`src/rtl/wb_pkg.sv`:
```
// Shared types for the writeback port arbiter.
//   WB_DATA_W / WB_REG_W : default register data / address widths
//   wb_state_t           : starvation FSM states
//   wb_result_t          : one pending long-latency result {dest, data}
package wb_pkg;

   localparam int WB_DATA_W = 32;
   localparam int WB_REG_W  = 5;

   typedef enum logic [1:0] {
      IDLE  = 2'd0,
      WAIT  = 2'd1,
      FORCE = 2'd2
   } wb_state_t;

   typedef struct packed {
      logic [WB_REG_W-1:0]  dest;
      logic [WB_DATA_W-1:0] data;
   } wb_result_t;

   localparam int WB_RES_W = $bits(wb_result_t);

endpackage

```
`src/rtl/wb_pend_fifo.sv`:
```
// Pending-result FIFO for long-latency unit results.
// Ports:
//   i_clk, i_rst          clock, synchronous active-high reset
//   i_push, i_wr_data     write one packed wb_result_t at the tail (ignored when full)
//   i_pop                 drop the head entry (ignored when empty)
//   o_rd_data             current head entry
//   o_count               number of stored entries
//   o_full, o_empty       status flags
// DEPTH must be a power of two (>= 2) so the pointers wrap by overflow.
module wb_pend_fifo
   import wb_pkg::*;
#(
   parameter int DEPTH = 2
) (
   input  logic                     i_clk,
   input  logic                     i_rst,
   input  logic                     i_push,
   input  logic [WB_RES_W-1:0]      i_wr_data,
   input  logic                     i_pop,
   output logic [WB_RES_W-1:0]      o_rd_data,
   output logic [$clog2(DEPTH):0]   o_count,
   output logic                     o_full,
   output logic                     o_empty
);

   localparam int PTR_W = $clog2(DEPTH);
   localparam int CNT_W = $clog2(DEPTH) + 1;

   wb_result_t       r_mem [DEPTH];
   logic [PTR_W-1:0] r_wr_ptr;
   logic [PTR_W-1:0] r_rd_ptr;
   logic [CNT_W-1:0] r_count;
   logic             w_push;
   logic             w_pop;

   assign o_full    = (r_count == CNT_W'(DEPTH));
   assign o_empty   = (r_count == '0);
   assign o_count   = r_count;
   assign o_rd_data = r_mem[r_rd_ptr];

   assign w_push = i_push && !o_full;
   assign w_pop  = i_pop && !o_empty;

   // storage needs no reset: count gates every read
   always_ff @(posedge i_clk) begin
      if (w_push) begin
         r_mem[r_wr_ptr] <= i_wr_data;
      end
   end

   always_ff @(posedge i_clk) begin
      if (i_rst) begin
         r_wr_ptr <= '0;
         r_rd_ptr <= '0;
         r_count  <= '0;
      end else begin
         if (w_push) begin
            r_wr_ptr <= r_wr_ptr + PTR_W'(1);
         end
         if (w_pop) begin
            r_rd_ptr <= r_rd_ptr + PTR_W'(1);
         end
         if (w_push && !w_pop) begin
            r_count <= r_count + CNT_W'(1);
         end else if (w_pop && !w_push) begin
            r_count <= r_count - CNT_W'(1);
         end
      end
   end

endmodule

```
`src/rtl/wb_port_arbiter.sv`:
```
// Register-file write port arbiter between the in-order writeback stage and
// the long-latency (mul/div) unit.
//
// state | meaning
// ------+-----------------------------------------------------------
// IDLE  | pending buffer empty, starve counter at 0
// WAIT  | buffer holds results, counting cycles the head loses to pipe
// FORCE | head starved STARVE_MAX cycles, stall_req held high
//
// Ports:
//   i_clk, i_rst                        clock, synchronous active-high reset
//   i_pipe_we/_dest/_data               stage-5 writeback (always highest priority)
//   i_lu_valid/_dest/_data, o_lu_ready  long-latency result handshake
//   o_rf_we/_waddr/_wdata               registered register-file write port
//   o_stall_req                         registered request for a writeback bubble
//   o_pend_cnt                          results waiting in the buffer
// DATA_W/REG_W must match the wb_pkg defaults, since the buffered struct uses them.
module wb_port_arbiter #(
   parameter int DATA_W     = wb_pkg::WB_DATA_W,
   parameter int REG_W      = wb_pkg::WB_REG_W,
   parameter int DEPTH      = 2,
   parameter int STARVE_MAX = 4
) (
   input  logic                   i_clk,
   input  logic                   i_rst,
   input  logic                   i_pipe_we,
   input  logic [REG_W-1:0]       i_pipe_dest,
   input  logic [DATA_W-1:0]      i_pipe_data,
   input  logic                   i_lu_valid,
   output logic                   o_lu_ready,
   input  logic [REG_W-1:0]       i_lu_dest,
   input  logic [DATA_W-1:0]      i_lu_data,
   output logic                   o_rf_we,
   output logic [REG_W-1:0]       o_rf_waddr,
   output logic [DATA_W-1:0]      o_rf_wdata,
   output logic                   o_stall_req,
   output logic [$clog2(DEPTH):0] o_pend_cnt
);

   import wb_pkg::*;

   localparam int CNT_W = $clog2(DEPTH) + 1;
   localparam int SC_W  = 4;

   wb_state_t         r_state;
   logic [SC_W-1:0]   r_starve;
   logic              r_stall;
   logic              r_rf_we;
   logic [REG_W-1:0]  r_rf_waddr;
   logic [DATA_W-1:0] r_rf_wdata;

   wb_result_t        w_lu_res;
   wb_result_t        w_head;
   logic [CNT_W-1:0]  w_fifo_cnt;
   logic              w_fifo_full;
   logic              w_fifo_empty;
   logic              w_lu_xfer;
   logic              w_bypass;
   logic              w_push;
   logic              w_pop;
   logic              w_denied;
   logic              w_empty_after;
   logic              w_gnt;
   logic [REG_W-1:0]  w_gnt_dest;
   logic [DATA_W-1:0] w_gnt_data;

   assign w_lu_res.dest = i_lu_dest;
   assign w_lu_res.data = i_lu_data;

   // ready looks only at registered occupancy, so a same-cycle pop cannot
   // open the buffer for the held result until the next cycle
   assign o_lu_ready = !i_rst && !w_fifo_full;
   assign w_lu_xfer  = i_lu_valid && o_lu_ready;

   assign w_pop    = !i_pipe_we && !w_fifo_empty;
   assign w_bypass = !i_pipe_we && w_fifo_empty && i_lu_valid;
   assign w_push   = w_lu_xfer && !w_bypass;
   assign w_denied = i_pipe_we && !w_fifo_empty;

   // the last entry leaves and nothing replaces it
   assign w_empty_after = (w_fifo_cnt == CNT_W'(1)) && w_pop && !w_push;

   wb_pend_fifo #(
      .DEPTH (DEPTH)
   ) u_pend_fifo (
      .i_clk     (i_clk),
      .i_rst     (i_rst),
      .i_push    (w_push),
      .i_wr_data (w_lu_res),
      .i_pop     (w_pop),
      .o_rd_data (w_head),
      .o_count   (w_fifo_cnt),
      .o_full    (w_fifo_full),
      .o_empty   (w_fifo_empty)
   );

   always_comb begin
      w_gnt      = 1'b0;
      w_gnt_dest = '0;
      w_gnt_data = '0;
      if (i_pipe_we) begin
         w_gnt      = 1'b1;
         w_gnt_dest = i_pipe_dest;
         w_gnt_data = i_pipe_data;
      end else if (!w_fifo_empty) begin
         w_gnt      = 1'b1;
         w_gnt_dest = w_head.dest;
         w_gnt_data = w_head.data;
      end else if (i_lu_valid) begin
         w_gnt      = 1'b1;
         w_gnt_dest = i_lu_dest;
         w_gnt_data = i_lu_data;
      end
   end

   always_ff @(posedge i_clk) begin
      if (i_rst) begin
         r_state  <= IDLE;
         r_starve <= '0;
         r_stall  <= 1'b0;
      end else begin
         case (r_state)
            IDLE: begin
               if (w_push) begin
                  r_state <= WAIT;
               end
            end
            WAIT: begin
               if (w_pop) begin
                  r_starve <= '0;
                  if (w_empty_after) begin
                     r_state <= IDLE;
                  end
               end else if (w_denied) begin
                  r_starve <= r_starve + SC_W'(1);
                  if (r_starve + SC_W'(1) == SC_W'(STARVE_MAX)) begin
                     r_state <= FORCE;
                     r_stall <= 1'b1;
                  end
               end
            end
            FORCE: begin
               // a pipe write here violates the bubble protocol; the pipe still
               // wins and the counter holds until the head finally drains
               if (w_pop) begin
                  r_starve <= '0;
                  r_stall  <= 1'b0;
                  r_state  <= w_empty_after ? IDLE : WAIT;
               end
            end
            default: begin
               r_state  <= IDLE;
               r_starve <= '0;
               r_stall  <= 1'b0;
            end
         endcase
      end
   end

   // register 0 writes still take the slot but never reach the file
   always_ff @(posedge i_clk) begin
      if (i_rst) begin
         r_rf_we    <= 1'b0;
         r_rf_waddr <= '0;
         r_rf_wdata <= '0;
      end else begin
         r_rf_we <= w_gnt && (w_gnt_dest != '0);
         if (w_gnt) begin
            r_rf_waddr <= w_gnt_dest;
            r_rf_wdata <= w_gnt_data;
         end
      end
   end

   assign o_rf_we     = r_rf_we;
   assign o_rf_waddr  = r_rf_waddr;
   assign o_rf_wdata  = r_rf_wdata;
   assign o_stall_req = r_stall;
   assign o_pend_cnt  = w_fifo_cnt;

endmodule

```
`config.mk`:
```
export PLATFORM = sky130hd
export DESIGN_NAME = wb_port_arbiter
export DESIGN_NICKNAME = d
export VERILOG_FILES = /design/src/rtl/wb_pkg.sv /design/src/rtl/wb_pend_fifo.sv /design/src/rtl/wb_port_arbiter.sv
export SDC_FILE = /design/constraint.sdc
export NUM_CORES = 1
export LEC_CHECK = 0
export CORE_MARGIN = 2
export CORE_UTILIZATION = 42
export DETAILED_ROUTE_END_ITERATION = 10
export PLACE_DENSITY = 0.68
export SLEW_MARGIN = 20
export SYNTH_ARGS = -nofsm -noshare
export SYNTH_HDL_FRONTEND = slang
export SYNTH_SLANG_ARGS = --single-unit
```
`constraint.sdc`:
```
create_clock -name i_clk -period 5.75 [get_ports i_clk]
set_input_delay 0.8625 -clock i_clk [delete_from_list [all_inputs] [get_ports i_clk]]
set_output_delay 0.8625 -clock i_clk [all_outputs]
set_load 0.01 [all_outputs]
```
; ---- Word-level counts from Yosys, hierarchy flattened
; Memories as Yosys holds them, arrays and structs flattened. A register that Yosys moved wholly into a read port is not among the register bits.
; Index checks and enable logic that the tools add are counted.
[word_totals]
reg_bits = 49
latchBits = 0
ram_bits = 74
rom_bits = 0
input_bits = 78
output_inout_bits = 42
elab_cells = 90
memories = 1
[mem_list]
columns = name, words, width, rd, rd_clocked_by_memory_dff, write_ports, line_no
row1 = u_pend_fifo.r_mem, 2, 37, 1, 1, 1, wb_pend_fifo.sv:29  ; wb_result_t r_mem [DEPTH];
[classes]
n_addsub = 5
multipliers = 0
div_mod_pow = 0
n_lt_le_gt_ge = 0
n_eq_ne = 13
shift = 0
mux = 32
n_bitwise = 1
reduce_logical = 29
[ops]
columns = cell, n
row1 = two-way mux 32 bit, 3
row2 = two-way mux 2 bit, 8
row3 = two-way mux 5 bit, 3
row4 = logical AND 1 bit, 14
row5 = two-way mux 1 bit, 12
row6 = two-way mux 4 bit, 3
row7 = one-hot mux 4 bit (3 select lines), 1
row8 = AND reduction 5 bit, 2
row9 = logical NOT 1 bit, 8
row10 = "!= test 2 bit, second input constant", 3
row11 = "!= test 3 x 2 -> 1 bit, second input constant", 2
row12 = one-hot mux 2 bit (3 select lines), 1
row13 = nonzero test 5 bit, 1
row14 = "adder 4 x 1 -> 4 bit, second input constant", 1
row15 = "== test 2 x 1 -> 1 bit, second input constant", 2
row16 = "== test 2 bit, second input constant", 2
row17 = "== test 4 x 3 -> 1 bit, second input constant", 1
row18 = logical NOT 2 bit, 2
row19 = "!= test 2 x 1 -> 1 bit, second input constant", 2
row20 = "!= test 3 bit, second input constant", 1
row21 = one-hot mux 1 bit (3 select lines), 1
row22 = AND reduction 3 bit, 1
row23 = "adder 1 bit, second input constant", 2
row24 = "adder 2 x 1 -> 2 bit, second input constant", 1
row25 = other kinds (3), 3

; ---- Logic depth before layout (Yosys ltp)
[logic_depth]
ltp_word = 10
ltp_mapped = 10
depth_no_buf = 10

; ---- Cells and area by module
; A second synthesis with hierarchy kept.
[hier_totals]
cells_unflattened = 435
hier_area_um2 = 5356.4
[by_module_without_submodules]
columns = module, n_inst, cells_per_inst, area_per_inst_um2, seq_area_each_um2
row1 = wb_pend_fifo, 1, 140, 2884.0, 2322.2
row2 = wb_port_arbiter, 1, 295, 2472.4, 900.9

; ---- Worst setup path before layout
; No wires, ideal clock.
[synth_timing]
kind = in2reg
from = input i_rst
to = memory u_pend_fifo.r_mem[0][0] (netlist name) (enable)
setup_time_ns = 0.431
arrival_ns = 2.866
t_required_ns = 5.319
setup_slack_ns = 2.453
stages = 3
n_path_buf = 0
path_cell_list = nor2_1 > nand3_1 > nor2_1
[synth_between]
elab_chain_cells = 7
[synth_rtl]
columns = item, line_no
row1 = start: declaration, wb_port_arbiter.sv:25  ; input logic i_rst,
row2 = logical NOT 1 bit, wb_port_arbiter.sv:72  ; assign o_lu_ready = !i_rst && !w_fifo_full;
row3 = logical AND 1 bit, wb_port_arbiter.sv:72
row4 = logical AND 1 bit, wb_port_arbiter.sv:73  ; assign w_lu_xfer = i_lu_valid && o_lu_ready;
row5 = logical AND 1 bit, wb_port_arbiter.sv:77  ; assign w_push = w_lu_xfer && !w_bypass;
row6 = logical AND 1 bit, wb_pend_fifo.sv:41  ; assign w_push = i_push && !o_full;
row7 = two-way mux 1 bit, wb_pend_fifo.sv:46  ; if (w_push) begin
row8 = two-way mux 1 bit (not written as such), wb_pend_fifo.sv:47  ; r_mem[r_wr_ptr] <= i_wr_data;
row9 = end: declaration, wb_pend_fifo.sv:29
; Every way passes these cells.

; ---- Worst setup path in the final report
[layout_timing]
from = input i_pipe_we
to = memory u_pend_fifo.r_mem[0][22] (netlist name) (enable)
[layout_between]
elab_chain_cells = 8
[layout_rtl]
columns = item, line_no
row1 = start: declaration, wb_port_arbiter.sv:26  ; input logic i_pipe_we,
row2 = logical NOT 1 bit, wb_port_arbiter.sv:76  ; assign w_bypass = !i_pipe_we && w_fifo_empty && i_lu_valid;
row3 = logical AND 1 bit (2 in a row), wb_port_arbiter.sv:76
row4 = logical NOT 1 bit, wb_port_arbiter.sv:77
row5 = logical AND 1 bit, wb_port_arbiter.sv:77
row6 = logical AND 1 bit, wb_pend_fifo.sv:41
row7 = two-way mux 1 bit, wb_pend_fifo.sv:46
row8 = two-way mux 1 bit (not written as such), wb_pend_fifo.sv:47
; Every way passes these cells.

==> results.sh <==
export IMPL_timing_final_setup_violations=0
export IMPL_tritoncts_num_buffers=17
export IMPL_synth_edff_count=74
export IMPL_drt_drc_violations_left=0
export IMPL_internal_cell_power_w=0.00218
export IMPL_timing_hold_worst_class="flip-flop to flip-flop"
export IMPL_placementRows=41
export IMPL_area_occupied_by_multi_input_gates_sq_um=1950
export IMPL_final_util_pct=57.8
export IMPL_period_share_pct=53.8
export IMPL_setup_repair_after_global_routing_missed_its_margin="no"
export IMPL_count_of_synthesis_stage_warnings_from_yosys=0
export IMPL_finalWorstSetupSlack_ns=2.66
export IMPL_area_delta_synth_final_pct=34.9
export IMPL_ios=120
export IMPL_synth_nets=529
export IMPL_critPathKind="input port to flip-flop"
export IMPL_drt_first_pass_iters=5
export IMPL_net_switching_power_w=0.000902
export IMPL_cts_sinks=124
export IMPL_period_needed_ns=3.09
export IMPL_initial_utilization_pct=42.9
export IMPL_timing_hold_violations_final=0
export IMPL_seq_power_share_pct=36.1
export IMPL_netlist_area_sq_um=5390
export IMPL_synth_top_cell_by_area="sky130_fd_sc_hd__edfxtp_1"
export IMPL_ant_nets=0
export IMPL_insertedDiodeCount=0
export IMPL_clockRootBuffer="sky130_fd_sc_hd__clkbuf_16"
export IMPL_design_final_nets=640
export IMPL_cts_reportedPaths_clkPinSlew_ns=0.06
export IMPL_yosysUniqueCellTypes=42
export IMPL_end_kind="flip-flop"
export IMPL_drv_cap=0
export IMPL_routed_wl_mm=12.4
export IMPL_clock_tree_from_tritoncts="done"
export IMPL_synth_main_ff_cell="sky130_fd_sc_hd__edfxtp_1"
export IMPL_die_w_microns=117
export IMPL_grt_overflow_total=0
export IMPL_clkPwrFrac_pct=36.4
export IMPL_fin_worst_skew_ns=0.00815
export IMPL_routed_wire_length_per_instance_microns=16.8
export IMPL_synth_commonest_cells="sky130_fd_sc_hd__nor2_1 (83), sky130_fd_sc_hd__edfxtp_1 (74), sky130_fd_sc_hd__dfxtp_1 (50)"
export IMPL_run_status="finished, final reports clean"
export IMPL_cts_setup_buffers=0
export IMPL_fillers=1053
export IMPL_timing_worst_slew_pin_value_ns=1.08
export IMPL_footprint_of_the_flip_flops_and_latches_sq_um=3220
export IMPL_grt_max_degree=50
export IMPL_worst_r2r_cell_count=7
export IMPL_power_switching_share_pct=29.3
export IMPL_synth_seq_cells=124
export IMPL_max_slew_margin_rel_pct=27.7
export IMPL_yosysMostFrequentCell="sky130_fd_sc_hd__nor2_1"
export IMPL_upper_clock_frequency_limit_mhz=323
export IMPL_place_gp_congestion=0.730
export IMPL_grt_pass1_wl_mm=19.8
export IMPL_share_of_synthesized_area_occupied_by_flip_flops_and_latches_pct=59.8
export IMPL_cp_cell_sequence="buf_2 -> nand2b_4 -> nand3_1 -> nor2_4"
export IMPL_vias=3762
export IMPL_post_cts_hold_buffer_count=0
export IMPL_synth_top_area_share_pct=41.2
export IMPL_peakVddDrop_mv=0.253
export IMPL_async_reset_ff_share_pct=0
export IMPL_globalRouteTotalUtil_pct=18.3
export IMPL_vias_per_cell=5.08
export IMPL_netlist_instances=445
export IMPL_placement_setup_worst_slack_ns=2.20
export IMPL_ys_top_cells_by_area="sky130_fd_sc_hd__edfxtp_1 (41%), sky130_fd_sc_hd__dfxtp_1 (19%), sky130_fd_sc_hd__mux2i_1 (7.1%)"
export IMPL_ctsLongestPathBuffers=2
export IMPL_pwr_density_cell_nw_per_um2=424
export IMPL_total_leakage_power_nw=2.52
export IMPL_critical_path_slowest_cell="sky130_fd_sc_hd__nor2_4"
export IMPL_ctsHtreeMaxLevel=4
export IMPL_startpoint_type="input port"
export IMPL_drt_iter0_markers=178
export IMPL_port_buffer_count=119
export IMPL_post_dp_hpwl_mm=7.80
export IMPL_worstHoldPathCells=2
export IMPL_cts_resized=0
export IMPL_totalNegativeSetupSlack_ns=0
export IMPL_clock_latency_reported_for_the_late_side_of_the_worst_skew_pair_ns=0.41
export IMPL_floorplan_die_height_microns=117
export IMPL_critPathArrivalTime_ns=3.11
export IMPL_core_region_area_sq_um=12600
export IMPL_critPathMaxStageDelay_ns=0.91
export IMPL_grt_antenna_before_repair=0
export IMPL_power_frac_comb_pct=27.6
export IMPL_share_of_layout_cells_above_drive_strength_1_pct=15.5
export IMPL_critical_path_required_ns=5.77
export IMPL_path_max_fanout=49
export IMPL_avgSynthCellArea_sq_um=12.1
export IMPL_grt_pass1_vias=3915
export IMPL_die_area_sq_um=13800
export IMPL_pins_over_slew_limit=0
-- registers in the layout (all words and copies together), names as in the netlist, 2 cells and up, named ones only --
signal / flops
r_state: 2
u_pend_fifo.o_count: 2
u_pend_fifo.r_mem: 74
o_rf_wdata: 32
o_rf_waddr: 5
r_starve: 4
-- per-layer routing --
layer	track usage (%)	vias up	share of wire, %
li1	-	1853	-
met1	24.1	1780	47
met2	28.8	120	46
met3	5.45	9	6.4
met4	6.33	0	0.95
met5	0	-	0
-- final cells by class --
cell class                      count  share of cell area (%)
Tap cell                          172                    2.96
Clock inverter                     14                    2.67
Multi-Input combinational cell    283                    26.8
Sequential cell                   124                    44.3
Inverter                            8                   0.413
Clock buffer                       18                    5.90
Timing Repair Buffer              122                    16.9
-- worst max-delay path: cells and delay by family --
| family | cells | cell delay [ns] |
|---|---|---|
| buf+inv | 1 | 0.73 |
| simple gates | 3 | 1.48 |
-- per-stage QoR --
step                      total power (W)  cells  cell area, sq um  hold slack [ns]
final                             0.00308    741              7270            0.491
after global routing              0.00322    741              7270            0.504
after CTS                         0.00310    740              7240            0.493
after detailed placement          0.00198    708              6620            0.461
after global placement            0.00196    708              6620            0.461
after floorplan                   0.00171    445              5390            0.458
-- layout by cell type, fill, tap and decap left out, types with 2 or more instances in the layout --
master	netlist	routed
sky130_fd_sc_hd__ha_1	6	6
sky130_fd_sc_hd__clkinv_4	0	4
sky130_fd_sc_hd__a21oi_2	20	20
sky130_fd_sc_hd__buf_4	3	3
sky130_fd_sc_hd__o211a_1	5	5
sky130_fd_sc_hd__a21oi_1	41	41
sky130_fd_sc_hd__nor3_1	9	9
sky130_fd_sc_hd__edfxtp_1	74	74
sky130_fd_sc_hd__bufinv_16	0	4
sky130_fd_sc_hd__and2_4	2	2
sky130_fd_sc_hd__xor2_1	3	3
sky130_fd_sc_hd__nor2_1	83	80
sky130_fd_sc_hd__xnor2_1	2	2
sky130_fd_sc_hd__nand3_1	2	2
sky130_fd_sc_hd__nand3b_1	2	2
sky130_fd_sc_hd__clkbuf_16	0	17
sky130_fd_sc_hd__inv_1	7	7
sky130_fd_sc_hd__dfxtp_1	50	49
sky130_fd_sc_hd__nand4b_1	4	4
sky130_fd_sc_hd__o211ai_1	4	4
sky130_fd_sc_hd__or3_1	2	2
sky130_fd_sc_hd__mux2i_1	38	38
sky130_fd_sc_hd__o21ai_0	3	3
sky130_fd_sc_hd__clkinvlp_4	0	2
sky130_fd_sc_hd__clkdlybuf4s50_1	0	117
sky130_fd_sc_hd__a211oi_2	20	20
sky130_fd_sc_hd__a2bb2oi_1	5	5
sky130_fd_sc_hd__nor2_4	1	3
sky130_fd_sc_hd__nand2_1	10	10
sky130_fd_sc_hd__clkinv_2	0	3
sky130_fd_sc_hd__a211oi_1	10	10
-- cells by family after synthesis --
group | after synthesis | synth area share (%)
simple gates | 120 | 9.96
fa+ha+maj | 6 | 1.39
flops | 124 | 59.8
xor+xnor | 5 | 0.812
mux | 38 | 7.05
compound gates | 114 | 16.7
buf+inv | 38 | 4.34
-- final timing paths --
kind | end | startpoint | slack (ns)
max | u_pend_fifo.r_mem[0][22]$_DFFE_PP_ | i_pipe_we | 2.66
min | o_rf_wdata[10]$_SDFFE_PP0P_ | o_rf_wdata[10]$_SDFFE_PP0P_ | 0.49
max reg2reg | o_rf_we$_SDFF_PP0_ | u_pend_fifo.o_count[0]$_SDFFE_PP0P_ | 3.20
min reg2reg | o_rf_wdata[10]$_SDFFE_PP0P_ | o_rf_wdata[10]$_SDFFE_PP0P_ | 0.49
-- power by group through the flow --
stage	Combinational [W]	Sequential, W	Clock (W)
6_report	0.000849	0.00111	0.00112
3_3_place_gp	0.000838	0.00113	0
4_1_cts	0.000858	0.00111	0.00113
3_5_place_dp	0.000852	0.00113	0
2_1_floorplan	0.000555	0.00115	0
5_1_grt	0.000928	0.00112	0.00117
(Power assumes the default switching activity.)
